===== src/rtl/synapse_row_mc.sv =====
// synapse_row_mc -- one row of a neuromorphic synapse array.
// Each synapse holds a serially loaded {addr, weight} config word. Spikes whose
// address matches a synapse add its weight to that synapse's saturating current.
// Currents decay periodically, and each column's currents are summed into a
// registered dendrite current.
// Optional feature: define SYNAPSE_ROW_MC_SPIKE_CNT_EN to enable the 16-bit
// accepted-spike counter; otherwise spike_count is tied to zero.
module synapse_row_mc #(
    parameter int NUM_COLS     = 2,
    parameter int SYN_PER_COL  = 2,
    parameter int ADDR_W       = 4,
    parameter int WEIGHT_W     = 5,
    parameter int CUR_W        = 8,
    parameter int DECAY_SHIFT  = 2,
    parameter int DECAY_PERIOD = 4
) (
    input  logic                      clk,
    input  logic                      reset,
    input  logic                      cfg_en,
    input  logic                      cfg_data_in,
    output logic                      cfg_data_out,
    input  logic                      spike_valid,
    input  logic [ADDR_W-1:0]         spike_addr,
    output logic                      spike_ready,
    output logic [NUM_COLS*CUR_W-1:0] dendrite_current,
    output logic [15:0]               spike_count
);

    localparam int NUM_SYN = NUM_COLS * SYN_PER_COL;
    localparam int CFG_W   = ADDR_W + WEIGHT_W;
    localparam int CHAIN_W = NUM_SYN * CFG_W;
    // Headroom for decay/add of one current and for summing a whole column.
    localparam int MATH_W  = CUR_W + $clog2(SYN_PER_COL) + 2;
    localparam int DCNT_W  = (DECAY_PERIOD > 32'sd1) ? $clog2(DECAY_PERIOD) : 1;
    localparam bit DECAY_ON = (DECAY_PERIOD != 32'sd0);
    localparam logic signed [MATH_W-1:0] CUR_MAX_M = MATH_W'((64'sd1 <<< (CUR_W - 1)) - 64'sd1);
    localparam logic signed [MATH_W-1:0] CUR_MIN_M = ~CUR_MAX_M;

    logic [CHAIN_W-1:0]        chain_r;
    logic                      s1_valid_r;
    logic [ADDR_W-1:0]         s1_addr_r;
    logic [DCNT_W-1:0]         dcnt_r;
    logic                      tick_s;
    logic                      accept_s;
    logic [CUR_W-1:0]          cur_r     [NUM_SYN];
    logic [CUR_W-1:0]          cur_nxt_s [NUM_SYN];
    logic [NUM_COLS*CUR_W-1:0] dend_r;
    logic [NUM_COLS*CUR_W-1:0] dend_nxt_s;

    function automatic logic signed [MATH_W-1:0] sext_cur(input logic [CUR_W-1:0] v);
        return {{(MATH_W - CUR_W){v[CUR_W-1]}}, v};
    endfunction

    function automatic logic signed [MATH_W-1:0] sext_wt(input logic [WEIGHT_W-1:0] v);
        return {{(MATH_W - WEIGHT_W){v[WEIGHT_W-1]}}, v};
    endfunction

    // Clamp a wide signed value into the CUR_W two's-complement range.
    function automatic logic [CUR_W-1:0] sat_cur(input logic signed [MATH_W-1:0] v);
        logic [CUR_W-1:0] r;
        if (v > CUR_MAX_M) begin
            r = CUR_MAX_M[CUR_W-1:0];
        end else if (v < CUR_MIN_M) begin
            r = CUR_MIN_M[CUR_W-1:0];
        end else begin
            r = v[CUR_W-1:0];
        end
        return r;
    endfunction

    // Move toward zero by max(|v| >> DECAY_SHIFT, 1); the step never exceeds |v|.
    function automatic logic signed [MATH_W-1:0] decay_step(input logic signed [MATH_W-1:0] v);
        logic signed [MATH_W-1:0] mag_v;
        logic signed [MATH_W-1:0] amt_v;
        mag_v = v[MATH_W-1] ? -v : v;
        amt_v = mag_v >>> DECAY_SHIFT;
        amt_v = (amt_v == {MATH_W{1'b0}}) ? MATH_W'(1) : amt_v;
        return v[MATH_W-1] ? (v + amt_v) : ((v == {MATH_W{1'b0}}) ? v : (v - amt_v));
    endfunction

    assign spike_ready      = ~cfg_en;
    assign accept_s         = spike_valid & ~cfg_en;
    assign cfg_data_out     = chain_r[CHAIN_W-1];
    assign dendrite_current = dend_r;
    assign tick_s           = DECAY_ON && (dcnt_r == DCNT_W'(DECAY_PERIOD - 1));

    // Free-running decay counter; wraps when the tick fires.
    always_ff @(posedge clk or negedge reset) begin
        if (!reset) begin
            dcnt_r <= {DCNT_W{1'b0}};
        end else if (!DECAY_ON || tick_s) begin
            dcnt_r <= {DCNT_W{1'b0}};
        end else begin
            dcnt_r <= dcnt_r + DCNT_W'(1);
        end
    end

    // Serial configuration chain: synapse 0 at the LSB end, output from the top bit.
    always_ff @(posedge clk or negedge reset) begin
        if (!reset) begin
            chain_r <= {CHAIN_W{1'b0}};
        end else if (cfg_en) begin
            chain_r <= {chain_r[CHAIN_W-2:0], cfg_data_in};
        end else begin
            chain_r <= chain_r;
        end
    end

    // Stage 1: capture the accepted spike for matching on the next edge.
    always_ff @(posedge clk or negedge reset) begin
        if (!reset) begin
            s1_valid_r <= 1'b0;
            s1_addr_r  <= {ADDR_W{1'b0}};
        end else begin
            s1_valid_r <= accept_s;
            s1_addr_r  <= accept_s ? spike_addr : s1_addr_r;
        end
    end

    // Next synapse currents: decay first, then add matching weight, then saturate.
    always_comb begin : next_cur_p
        logic [WEIGHT_W-1:0]      wt_v;
        logic [ADDR_W-1:0]        ad_v;
        logic signed [MATH_W-1:0] acc_v;
        logic                     hit_v;
        wt_v  = {WEIGHT_W{1'b0}};
        ad_v  = {ADDR_W{1'b0}};
        acc_v = {MATH_W{1'b0}};
        hit_v = 1'b0;
        for (int k = 0; k < NUM_SYN; k++) begin
            wt_v  = chain_r[k*CFG_W +: WEIGHT_W];
            ad_v  = chain_r[k*CFG_W + WEIGHT_W +: ADDR_W];
            acc_v = sext_cur(cur_r[k]);
            acc_v = tick_s ? decay_step(acc_v) : acc_v;
            hit_v = s1_valid_r && (ad_v == s1_addr_r) && (wt_v != {WEIGHT_W{1'b0}});
            acc_v = acc_v + (hit_v ? sext_wt(wt_v) : {MATH_W{1'b0}});
            cur_nxt_s[k] = sat_cur(acc_v);
        end
    end

    // Synapse current registers.
    always_ff @(posedge clk or negedge reset) begin
        if (!reset) begin
            for (int k = 0; k < NUM_SYN; k++) begin
                cur_r[k] <= {CUR_W{1'b0}};
            end
        end else begin
            cur_r <= cur_nxt_s;
        end
    end

    // Saturated per-column sum of the synapse currents.
    always_comb begin : col_sum_p
        logic signed [MATH_W-1:0] sum_v;
        sum_v      = {MATH_W{1'b0}};
        dend_nxt_s = {(NUM_COLS*CUR_W){1'b0}};
        for (int j = 0; j < NUM_COLS; j++) begin
            sum_v = {MATH_W{1'b0}};
            for (int s = 0; s < SYN_PER_COL; s++) begin
                sum_v = sum_v + sext_cur(cur_r[j*SYN_PER_COL + s]);
            end
            dend_nxt_s[j*CUR_W +: CUR_W] = sat_cur(sum_v);
        end
    end

    // Registered dendrite current output.
    always_ff @(posedge clk or negedge reset) begin
        if (!reset) begin
            dend_r <= {(NUM_COLS*CUR_W){1'b0}};
        end else begin
            dend_r <= dend_nxt_s;
        end
    end

`ifdef SYNAPSE_ROW_MC_SPIKE_CNT_EN
    logic [15:0] spike_count_r;

    // Accepted-spike counter, wrapping at 16 bits.
    always_ff @(posedge clk or negedge reset) begin
        if (!reset) begin
            spike_count_r <= 16'd0;
        end else if (accept_s) begin
            spike_count_r <= spike_count_r + 16'd1;
        end else begin
            spike_count_r <= spike_count_r;
        end
    end

    assign spike_count = spike_count_r;
`else
    assign spike_count = 16'd0;
`endif

endmodule


===== config.mk =====
export PLATFORM = sky130hd
export DESIGN_NAME = synapse_row_mc
export DESIGN_NICKNAME = d
export VERILOG_FILES = /design/src/rtl/synapse_row_mc.sv
export SDC_FILE = /design/constraint.sdc
export NUM_CORES = 1
export LEC_CHECK = 0
export CAP_MARGIN = 5
export CORE_ASPECT_RATIO = 2
export CORE_MARGIN = 2
export CORE_UTILIZATION = 57
export CTS_CLUSTER_DIAMETER = 60
export DETAILED_ROUTE_END_ITERATION = 10
export PLACE_DENSITY = 0.76
export SYNTH_ARGS = -nofsm -noshare
export SYNTH_HDL_FRONTEND = slang
export SYNTH_SLANG_ARGS = --single-unit

===== constraint.sdc =====
create_clock -name clk -period 4.9 [get_ports clk]
set_clock_uncertainty 0.2 [all_clocks]
set_input_delay 0.98 -clock clk [delete_from_list [all_inputs] [get_ports clk]]
set_output_delay 0.98 -clock clk [all_outputs]
set_load 0.01 [all_outputs]

==> summary.txt <==
Yosys
  • Sequential area share after synthesis: 0.225
  • Cell taking the most area after synthesis: dfrtp_1
  • Largest family of logic cells by synthesized area: compound AO/OA/AOI/OAI gates
  • Post-synthesis simple-gate area fraction: 0.158
  • Cell with the most instances after synthesis: ha_1
  • Post-synthesis compound-gate area fraction: 0.234
  • Multiplexer share of the synthesized area: 0.0496
  • Area contributors post-synth: dfrtp_1 23%, ha_1 15%, a21oi_1 4.8%, mux2_2 4.6%, xor2_1 4.4%
  • Post-synth EDFFs: 0
  • List of most frequent post-synthesis cells: 125 x ha_1, 98 x a21oi_1, 91 x dfrtp_1, 91 x inv_1
  • Post-synthesis async set-or-reset flop share: 1.00
  • Top FF cell, synth: dfrtp_1
  • Post-Syn Instances: 1198
  • Avg Cell Area, Syn: between 8 and 9 sq um
  • Synth Area in Adders: 0.182
  • Post-synth cell types: 87
  • Synthesized area: roughly 10000 sq um
  • Top-area cell type share of the netlist area: 0.225
  • XOR/XNOR share of the synthesized area: 0.0889
  • Synth Register Bits: between 90 and 100
  • Yosys warns: 0

Drt
  • First DRT Iteration DRCs: 569
  • Final Routed Wirelength: between 20000 and 30000 um
  • Via Count: about 9.5k
  • Wire length per cell: 17.3 um
  • Total DRC errors in the routed layout: 0
  • DRT antenna net count: 0
  • Vias per cell: between 6 and 7
  • TritonRoute pass-1 iters: 5

Timing
  • Fmax achieved: roughly 0.20 GHz
  • Slew headroom: 0.439
  • Final Setup Violations: 9
  • RSZ-0062 raised after global routing: true
  • Final-report max-slew violation count: 0
  • Final Hold Vio Count: 0
  • Slew at the pin closest to its max-slew limit: 0.834 ns
  • Setup WS post-layout: -0.0818 ns
  • Min cycle time layout: 4.98 ns
  • Final Cycle Share: 1.02

Final layout
  • Filler Cell Count: between 1k and 1.5k
  • Share of cells above drive strength 1: 0.262
  • Final #Nets: 1489
  • Core Util, Final: 0.709
  • Cell area after layout: 12500 sq um
  • Area delta synth->final: 23.5%
  • Number of diodes: 0

Worst setup path
  • RR Endpoint: cur_r[18]
  • Worst Setup SP: cur_r[19]
  • CP max-delay cell: or4_4
  • Cell class contributing the biggest share of worst-path delay: compound AO/OA/AOI/OAI gates
  • CP cell instances: or4_4 -> o21ai_0 -> xor2_1 -> ha_1 -> a21boi_1 -> o21a_1 -> o41a_1 -> buf_4 -> o2bb2ai_1 -> nand2_1 -> o221ai_1 -> ha_2 -> nor2_1 -> a21oi_2 -> a31o_2 -> a21oi_2 -> xnor2_2 -> xnor2_2 -> nor2b_2 -> o21a_1
  • CP bufs+invs: 1
  • Startpoint types: flop
  • CP required: just under 5 ns
  • Arr. time, crit path: 5.02 ns
  • Reg2Reg Depth: 20
  • Flop-to-flop setup slack: -0.08 ns
  • Crit path kind: flop to flop
  • Crit Path Max Fanout: 6
  • FF-to-FF Start: cur_r[19]
  • CP endpoint kind: flop
  • Slowest stage delay, CP: roughly 0.58 ns

Hold path
  • Worst hold start: dcnt_r[0]
  • Min-delay worst type: flop to flop
  • Depth of the worst hold-timing path: 1
  • WHS Endpoint: dcnt_r[0]

Floorplanning
  • Core Footprint: 17600 sq um
  • Die width: approximately 100 um
  • Initial core utilization: 0.574
  • Placement row count: 69
  • Top Ports: 43
  • Die ar.: around 19000 sq um
  • Chip height: 192 um

GRT
  • All-Layer GR Usage: 0.264
  • First-pass GRT wire length: between 40000 and 50000 um
  • Vias in the first global route: 9136
  • Global route overflow: 0
  • Pin count of the biggest net entering global routing: 54
  • Initial antenna violation count: 0

Placement
  • HPWL after detailed placement: roughly 19000 um
  • PortBufs: 26
  • Final GP Congestion: approximately 0.90
  • Area after DPL: ~11000 sq um

Outcome
  • Failing checks: negative setup slack
  • Status: complete, but fails checks

CTS
  • Bufs on Longest Clock Path: 2
  • Clock Latency Late Sink: between 0.3 and 0.4 ns
  • Worst-path clk slew: approximately 0.07 ns
  • Hold Buf Count CTS: 0
  • CTS sink cnt: 91
  • TritonCTS Buffers: 9
  • CTS tree: built
  • Depth of the CTS H-tree: 3
  • Root buffer cell: clkbuf_16

Run
  • Number of max-cap violations: 0
-- registers in the layout, summed over array words and instances (netlist names) --
name	cells
chain_r	36
cur_r	32
dcnt_r	2
dendrite_current	16
s1_addr_r	4
s1_valid_r	1
-- worst max-delay path by stage --
stage	slack (ns)	to	depth (start not counted)
after floorplan	0.03	cur_r[30]	18
after global routing	-0.28	cur_r[18]	20
after detailed placement	-0.17	cur_r[16]	21
after global placement	-0.004	cur_r[10]	19
after CTS	0.003	cur_r[8]	20
final	-0.08	cur_r[18]	20
-- routing by layer --
layer	routed length (um)	vias up	global-route usage	share of wire
li1	-	4520	-	-
met1	11100	4627	0.330	0.41
met2	14100	265	0.473	0.52
met3	998	76	0.0315	0.037
met4	803	0	0.0848	0.030
met5	0	-	0	0
-- metrics by stage --
step	instances	setup WS [ns]	hold WS (ns)	setup TNS, ns
3_5_place_dp	1512	-0.167	0.229	-2.20
2_1_floorplan	1228	0.0276	0.203	0
6_report	1559	-0.0818	0.234	-0.447
3_3_place_gp	1512	-0.00393	0.219	-0.0118
5_1_grt	1559	-0.283	0.259	-3.10
4_1_cts	1533	0.00251	0.238	0
-- cells in the final DEF, fill, tap and decap left out, types with 12 or more instances in the layout --
| cell type | n |
|---|---|
| ha_1 | 104 |
| dfrtp_1 | 89 |
| xor2_1 | 46 |
| buf_4 | 129 |
| mux2_2 | 40 |
| o21ai_0 | 47 |
| nor3_1 | 21 |
| o21ai_1 | 32 |
| xnor2_1 | 44 |
| a211oi_1 | 12 |
| a21o_1 | 22 |
| o21a_1 | 26 |
| and2_1 | 20 |
| o21bai_1 | 13 |
| a21oi_1 | 77 |
| ha_2 | 15 |
| nor2b_1 | 16 |
| nand2b_1 | 14 |
| nor2_1 | 81 |
| inv_1 | 88 |
| a21oi_2 | 23 |
| nand2_1 | 62 |
| conb_1 | 32 |
| clkdlybuf4s50_1 | 24 |
-- kinds of logic (layout without fill, tap and decap cells) --
logic type / Yosys count / in the layout
adder cells (fa/ha/maj): 139 / 139
AND/OR/NAND/NOR: 309 / 309
other: 2 / 32
buffers and inverters: 145 / 263
flip-flops: 91 / 91
multiplexers: 45 / 45
AO/OA/AOI/OAI: 366 / 366
XOR/XNOR: 101 / 101
-- final cells by class --
cell class / count / area (sq um) / area share
clock buffer: 9 / 225 / 0.0180
clock inverter: 7 / 67.6 / 0.00541
inverter: 91 / 342 / 0.0273
multi-input combinational: 992 / 8070 / 0.646
sequential: 91 / 2280 / 0.183
tap: 213 / 267 / 0.0213
timing repair buffer: 156 / 1240 / 0.0990
-- repair_timing --
action	4_1_cts	5_1_grt
buffers inserted	5	26
resized for setup	28	175
setup endpoints to repair	27	31
pin swaps	10	91
Power is left out: the tool's default activity adds up to more than one toggle a clock period on the data nets, which glitch-free logic cannot reach.
